File: src/rtl/data_mem_arbiter.sv
// data_mem_arbiter
//   Round-robin arbiter that lets the CPU load/store path and the debug/loader
//   port share one single-port 32 x 8 synchronous data memory. At most one
//   access is issued per cycle. Grants are combinational. Load responses are
//   registered and arrive one cycle after the grant. Accesses at or beyond
//   DEPTH are blocked from the memory and reported through err. The block
//   also keeps a saturating count of cycles in which both ports requested.
//
// Ports
//   contCLK, reset            clock, asynchronous active-high reset
//   cpu_*_i / dbg_*_i         requester side: req, we, addr, wdata
//   cpu_gnt_o / dbg_gnt_o     request accepted this cycle (combinational)
//   cpu_rvalid_o / dbg_rvalid_o, cpu_rdata_o / dbg_rdata_o
//                             load response in the cycle after the grant
//   cpu_err_o / dbg_err_o     accepted access was out of range (registered)
//   mem_en_o, mem_we_o, mem_addr_o, mem_wdata_o, mem_rdata_i
//                             single-port memory interface
//   conflict_cnt_o            saturating count of dual-request cycles
//
// Priority state
//   state    | meaning
//   PRIO_CPU | CPU wins the next conflict (after reset or after a debug grant)
//   PRIO_DBG | debug wins the next conflict (after a CPU grant)

module data_mem_arbiter #(
  parameter int ADDR_W = 8,
  parameter int DATA_W = 8,
  parameter int DEPTH  = 32
) (
  input  logic              contCLK,
  input  logic              reset,

  input  logic              cpu_req_i,
  input  logic              cpu_we_i,
  input  logic [ADDR_W-1:0] cpu_addr_i,
  input  logic [DATA_W-1:0] cpu_wdata_i,
  output logic              cpu_gnt_o,
  output logic              cpu_rvalid_o,
  output logic [DATA_W-1:0] cpu_rdata_o,
  output logic              cpu_err_o,

  input  logic              dbg_req_i,
  input  logic              dbg_we_i,
  input  logic [ADDR_W-1:0] dbg_addr_i,
  input  logic [DATA_W-1:0] dbg_wdata_i,
  output logic              dbg_gnt_o,
  output logic              dbg_rvalid_o,
  output logic [DATA_W-1:0] dbg_rdata_o,
  output logic              dbg_err_o,

  output logic              mem_en_o,
  output logic              mem_we_o,
  output logic [4:0]        mem_addr_o,
  output logic [DATA_W-1:0] mem_wdata_o,
  input  logic [DATA_W-1:0] mem_rdata_i,

  output logic [7:0]        conflict_cnt_o
);

  localparam int MEM_AW = 5;
  // One extra bit so the range compare stays exact even if DEPTH == 2**ADDR_W.
  localparam logic [ADDR_W:0] DEPTH_L = (ADDR_W+1)'(DEPTH);

  typedef enum logic {
    PRIO_CPU = 1'b0,
    PRIO_DBG = 1'b1
  } prio_e;

  prio_e prio_q, prio_d;

  logic              cpu_gnt, dbg_gnt;
  logic              acc_valid, in_range;
  logic              sel_we;
  logic [ADDR_W-1:0] sel_addr;
  logic [DATA_W-1:0] sel_wdata;

  // rv: a load was accepted; ld: that load actually read memory (in range)
  logic cpu_rv_q, cpu_rv_d, cpu_ld_q, cpu_ld_d, cpu_err_q, cpu_err_d;
  logic dbg_rv_q, dbg_rv_d, dbg_ld_q, dbg_ld_d, dbg_err_q, dbg_err_d;

  logic [7:0] cnt_q, cnt_d;

  // Arbitration and priority next-state
  always_comb begin
    cpu_gnt = 1'b0;
    dbg_gnt = 1'b0;
    prio_d  = prio_q;
    if (!reset) begin
      if (cpu_req_i && (!dbg_req_i || prio_q == PRIO_CPU)) begin
        cpu_gnt = 1'b1;
      end else if (dbg_req_i) begin
        dbg_gnt = 1'b1;
      end
    end
    if (cpu_gnt) begin
      prio_d = PRIO_DBG;
    end else if (dbg_gnt) begin
      prio_d = PRIO_CPU;
    end
  end

  // Access steering, memory strobes and response next-state
  always_comb begin
    sel_we    = dbg_gnt ? dbg_we_i    : cpu_we_i;
    sel_addr  = dbg_gnt ? dbg_addr_i  : cpu_addr_i;
    sel_wdata = dbg_gnt ? dbg_wdata_i : cpu_wdata_i;
    acc_valid = cpu_gnt | dbg_gnt;
    in_range  = ({1'b0, sel_addr} < DEPTH_L);

    mem_en_o    = acc_valid & in_range;
    mem_we_o    = acc_valid & in_range & sel_we;
    mem_addr_o  = mem_en_o ? sel_addr[MEM_AW-1:0] : '0;
    mem_wdata_o = mem_en_o ? sel_wdata : '0;

    cpu_rv_d  = cpu_gnt & ~cpu_we_i;
    cpu_ld_d  = cpu_rv_d & in_range;
    cpu_err_d = cpu_gnt & ~in_range;
    dbg_rv_d  = dbg_gnt & ~dbg_we_i;
    dbg_ld_d  = dbg_rv_d & in_range;
    dbg_err_d = dbg_gnt & ~in_range;

    cnt_d = cnt_q;
    if (cpu_req_i && dbg_req_i && cnt_q != 8'hFF) begin
      cnt_d = cnt_q + 8'd1;
    end
  end

  always_ff @(posedge contCLK or posedge reset) begin
    if (reset) begin
      prio_q    <= PRIO_CPU;
      cpu_rv_q  <= 1'b0;
      cpu_ld_q  <= 1'b0;
      cpu_err_q <= 1'b0;
      dbg_rv_q  <= 1'b0;
      dbg_ld_q  <= 1'b0;
      dbg_err_q <= 1'b0;
      cnt_q     <= 8'h00;
    end else begin
      prio_q    <= prio_d;
      cpu_rv_q  <= cpu_rv_d;
      cpu_ld_q  <= cpu_ld_d;
      cpu_err_q <= cpu_err_d;
      dbg_rv_q  <= dbg_rv_d;
      dbg_ld_q  <= dbg_ld_d;
      dbg_err_q <= dbg_err_d;
      cnt_q     <= cnt_d;
    end
  end

  assign cpu_gnt_o    = cpu_gnt;
  assign dbg_gnt_o    = dbg_gnt;
  assign cpu_rvalid_o = cpu_rv_q;
  assign dbg_rvalid_o = dbg_rv_q;
  // Out-of-range loads get rvalid with zero data, so data is gated by ld, not rv.
  assign cpu_rdata_o  = cpu_ld_q ? mem_rdata_i : '0;
  assign dbg_rdata_o  = dbg_ld_q ? mem_rdata_i : '0;
  assign cpu_err_o    = cpu_err_q;
  assign dbg_err_o    = dbg_err_q;
  assign conflict_cnt_o = cnt_q;

endmodule

File: config.mk
export PLATFORM = sky130hd
export DESIGN_NAME = data_mem_arbiter
export DESIGN_NICKNAME = d
export VERILOG_FILES = /design/src/rtl/data_mem_arbiter.sv
export SDC_FILE = /design/constraint.sdc
export NUM_CORES = 1
export LEC_CHECK = 0
export BUFFER_PORTS_ARGS = -buffer_cell sky130_fd_sc_hd__buf_2
export CAP_MARGIN = 20
export CORE_UTILIZATION = 35
export DETAILED_ROUTE_END_ITERATION = 10
export GPL_TIMING_DRIVEN = 0
export HOLD_SLACK_MARGIN = 0.05
export PLACE_DENSITY = 0.84
export SKIP_LAST_GASP = 1
export SYNTH_ARGS = -nofsm -noshare
export SYNTH_HDL_FRONTEND = slang
export SYNTH_SLANG_ARGS = --single-unit
export TNS_END_PERCENT = 10
File: constraint.sdc
create_clock -name contCLK -period 1.5 [get_ports contCLK]
set_input_delay 0 -clock contCLK [delete_from_list [all_inputs] [get_ports contCLK]]
set_output_delay 0 -clock contCLK [all_outputs]
set_load 0.01 [all_outputs]
==> out/metrics.cfg <==
[outcome]
status=complete, but fails checks
failed_checks=negative setup slack

[synth]
ys.flop_type=dfrtp_1
ys_top_cells_by_area=dfrtp_1 33%, o211ai_1 11%, and2_1 8.8%, nand4_1 8.8%, a21oi_1 6.6%
ys_ff_latch=15
yosysWarnings=0
synth_top_cell_by_area=dfrtp_1
yosysSeqAreaShare_pct=32.9
avgSynthCellArea_sq_um=8.57
synthDistinctLibCells=29
synth_edf_count=0
syn_area_sq_um=1140
synth-async-reset-ratio_pct=100
synth_top_area_share_pct=32.9
synth_fp_nets=180
syn_inst=133

[clock_network]
cts_max_level=1
cts_tree=done
path_clk_slew_ns=0.09
clk_latency_ns=0.28
clockBufferDepth=2
cts.sinks=15
cts_made_buffers=3
clockRootBuffer=clkbuf_4

[drt]
vias_per_cell=5.06
wl_per_cell_um=12.3
dr.pass1.iters=4
num_vias=1408
drt_first_iter_violations=29
wirelength_mm=3.41
route.detailed.drc=0
wl_met1_mm=1.45
detail-route-antenna-nets=0
wl_met2_mm=1.71
maxUsedRoutingLayer=met4
route.met3.wl_um=185

[final_layout]
multiInputGateArea_sq_um=726
fillers=291
layout_common_cells=96 x buf_2, 17 x o211ai_1, 16 x nand4_1, 16 x and2_1, 15 x dfrtp_1
drive_above_1_share_pct=50.0
fin_nets=282
diodes=0
final_common_cell=buf_2
area_growth_syn_to_layout_pct=55.4
register_area_sq_um=375

[worst_setup_path]
crit_type=reg -> out
worstPathMaxFanout=5
slowest_stage=dfrtp_1
path_common_cell=buf_2
reg2reg_depth=4
critical-path-max-stage-delay_ns=0.41
cp_num_buf_inv=2
cp.required_ns=1.50
crit_chain=and2b_2, buf_2, o211ai_1, a21oi_1, buf_2
cp.arrival_ns=1.51
cp_top_family=flip-flops
cp-start-kind=register
crit_cells=5
crit_path_end_kind=primary output

[floorplan]
core_area_sq_um=3080
row_count=20
dieArea_sq_um=3490
die_y_um=59.1
start_util_pct=37.0
num_io_pins=91
die_w_um=59.1

[global_routing]
grt_max_degree=16
grt_pass1_wl_mm=5.06
antenna_found_initial=0
grt_remaining_overflow=0
grt_pass1_vias=1163
grt.total_usage_pct=19.2

[pwr]
p_per_area_nw_per_um2=810
leakagePower_uw=0.000917
ir_drop_v=0.000475

[sta]
max_slew_margin_pct=56.9
fin_skew_ns=0.000422
timing.final.crit_share_pct=100
hold_violations=0
setup_tns_ns=-0.0130
slew_violations=0
finalSetupViolations=3
max_freq_mhz=664
post-route-min-period_ns=1.51
worst_slew_pin_slew_ns=0.644
setup_ws_ns=-0.00688
rsz0062_at_grt=yes

[worst_hold_path]
min_path_type=in -> reg
hold_depth=4

[place]
post-dp-hpwl_mm=2.67
gp_congestion=0.813
io_buffer_count=90
dpl_worst_slack_ns=-0.0223

[flow_run]
max-cap-violations=0

worst reg2reg max path, cell delays in order, from the launching register on:
cell      delay (ns)
dfrtp_1         0.43
ha_4            0.18
nand4_4         0.13
o211ai_1        0.26
mux2_2          0.36
power by group:
part / total [uW] / internal (uW) / switching [uW]
Combinational: 567 / 293 / 274
Sequential: 637 / 495 / 142
Clock: 232 / 103 / 129
layout make-up:
class                           instances  area share (%)
Sequential cell                        15            21.2
Buffer                                 10            3.95
Tap cell                               44            3.11
Multi-Input combinational cell        105            41.0
Clock buffer                            4            1.48
Inverter                                3           0.636
Timing Repair Buffer                   97            28.7
flip-flops by register name, summed over array words and instances (netlist names):
name,cells
dbg_rvalid_o,1
dbg_ld_q,1
prio_q,1
cpu_err_o,1
dbg_err_o,1
cpu_rvalid_o,1
conflict_cnt_o,8
cpu_ld_q,1
worst paths after layout:
kind | to | slack, ns | startpoint
max | mem_wdata_o[1] | -0.007 | prio_q
min | cpu_ld_q | 0.05 | cpu_addr_i[7]
max reg2reg | conflict_cnt_o[1] | 0.02 | conflict_cnt_o[1]
min reg2reg | conflict_cnt_o[0] | 0.56 | conflict_cnt_o[0]
max in group asynchronous | conflict_cnt_o[5] | 0.71 | reset
min in group asynchronous | prio_q | 0.38 | reset
logic make-up (layout without fill, tap and decap cells):
group / count (synthesis) / after routing / synth area share (%)
and+or+nand+nor: 59 / 59 / 32.6
xor gates and xnor gates: 3 / 3 / 2.31
AOI/OAI and AO/OA: 38 / 38 / 21.1
muxes: 4 / 4 / 3.95
adders and majority gates: 1 / 1 / 1.10
DFF: 15 / 15 / 32.9
buffers and inverters: 13 / 114 / 6.04
cell usage after synthesis (2+ instances only):
master    count
nand3_1       5
inv_1         3
and2b_1       2
a21oi_1      15
buf_4         3
nand2b_1      4
buf_2         7
mux2_2        3
and2_1       16
xnor2_1       3
nand4_1      16
nand2_1       4
o211ai_1     17
o21ai_1       2
nor2_1        4
and3_1        2
dfrtp_1      15
per-layer routing:
layer	vias to the layer above	track usage, %
met4	0	7.82
li1	706	-
met5	-	0
met2	61	33.3
met3	6	3.06
met1	635	23.6
metrics by stage:
stage | power, uW | instances | hold slack (ns) | area (sq um) | util, %
after detailed placement | 1180 | 267 | 0.117 | 1670 | 54.1
after floorplan | 939 | 133 | -0.0917 | 1160 | -
after CTS | 1430 | 277 | 0.0598 | 1750 | 56.8
final | 1440 | 278 | 0.0492 | 1770 | 57.6
after global placement | 1150 | 267 | 0.108 | 1670 | 54.1
after global routing | 1550 | 278 | 0.0721 | 1770 | 57.6
what timing repair did:
action	in CTS	in global routing
buffers inserted	3	0
cloned	0	1
endpoints found under the setup margin	12	16
hold endpoints to repair	19	0
hold buffers	3	0
pin swaps	1	2
gates resized for setup	2	6
(Power assumes the default switching activity.)
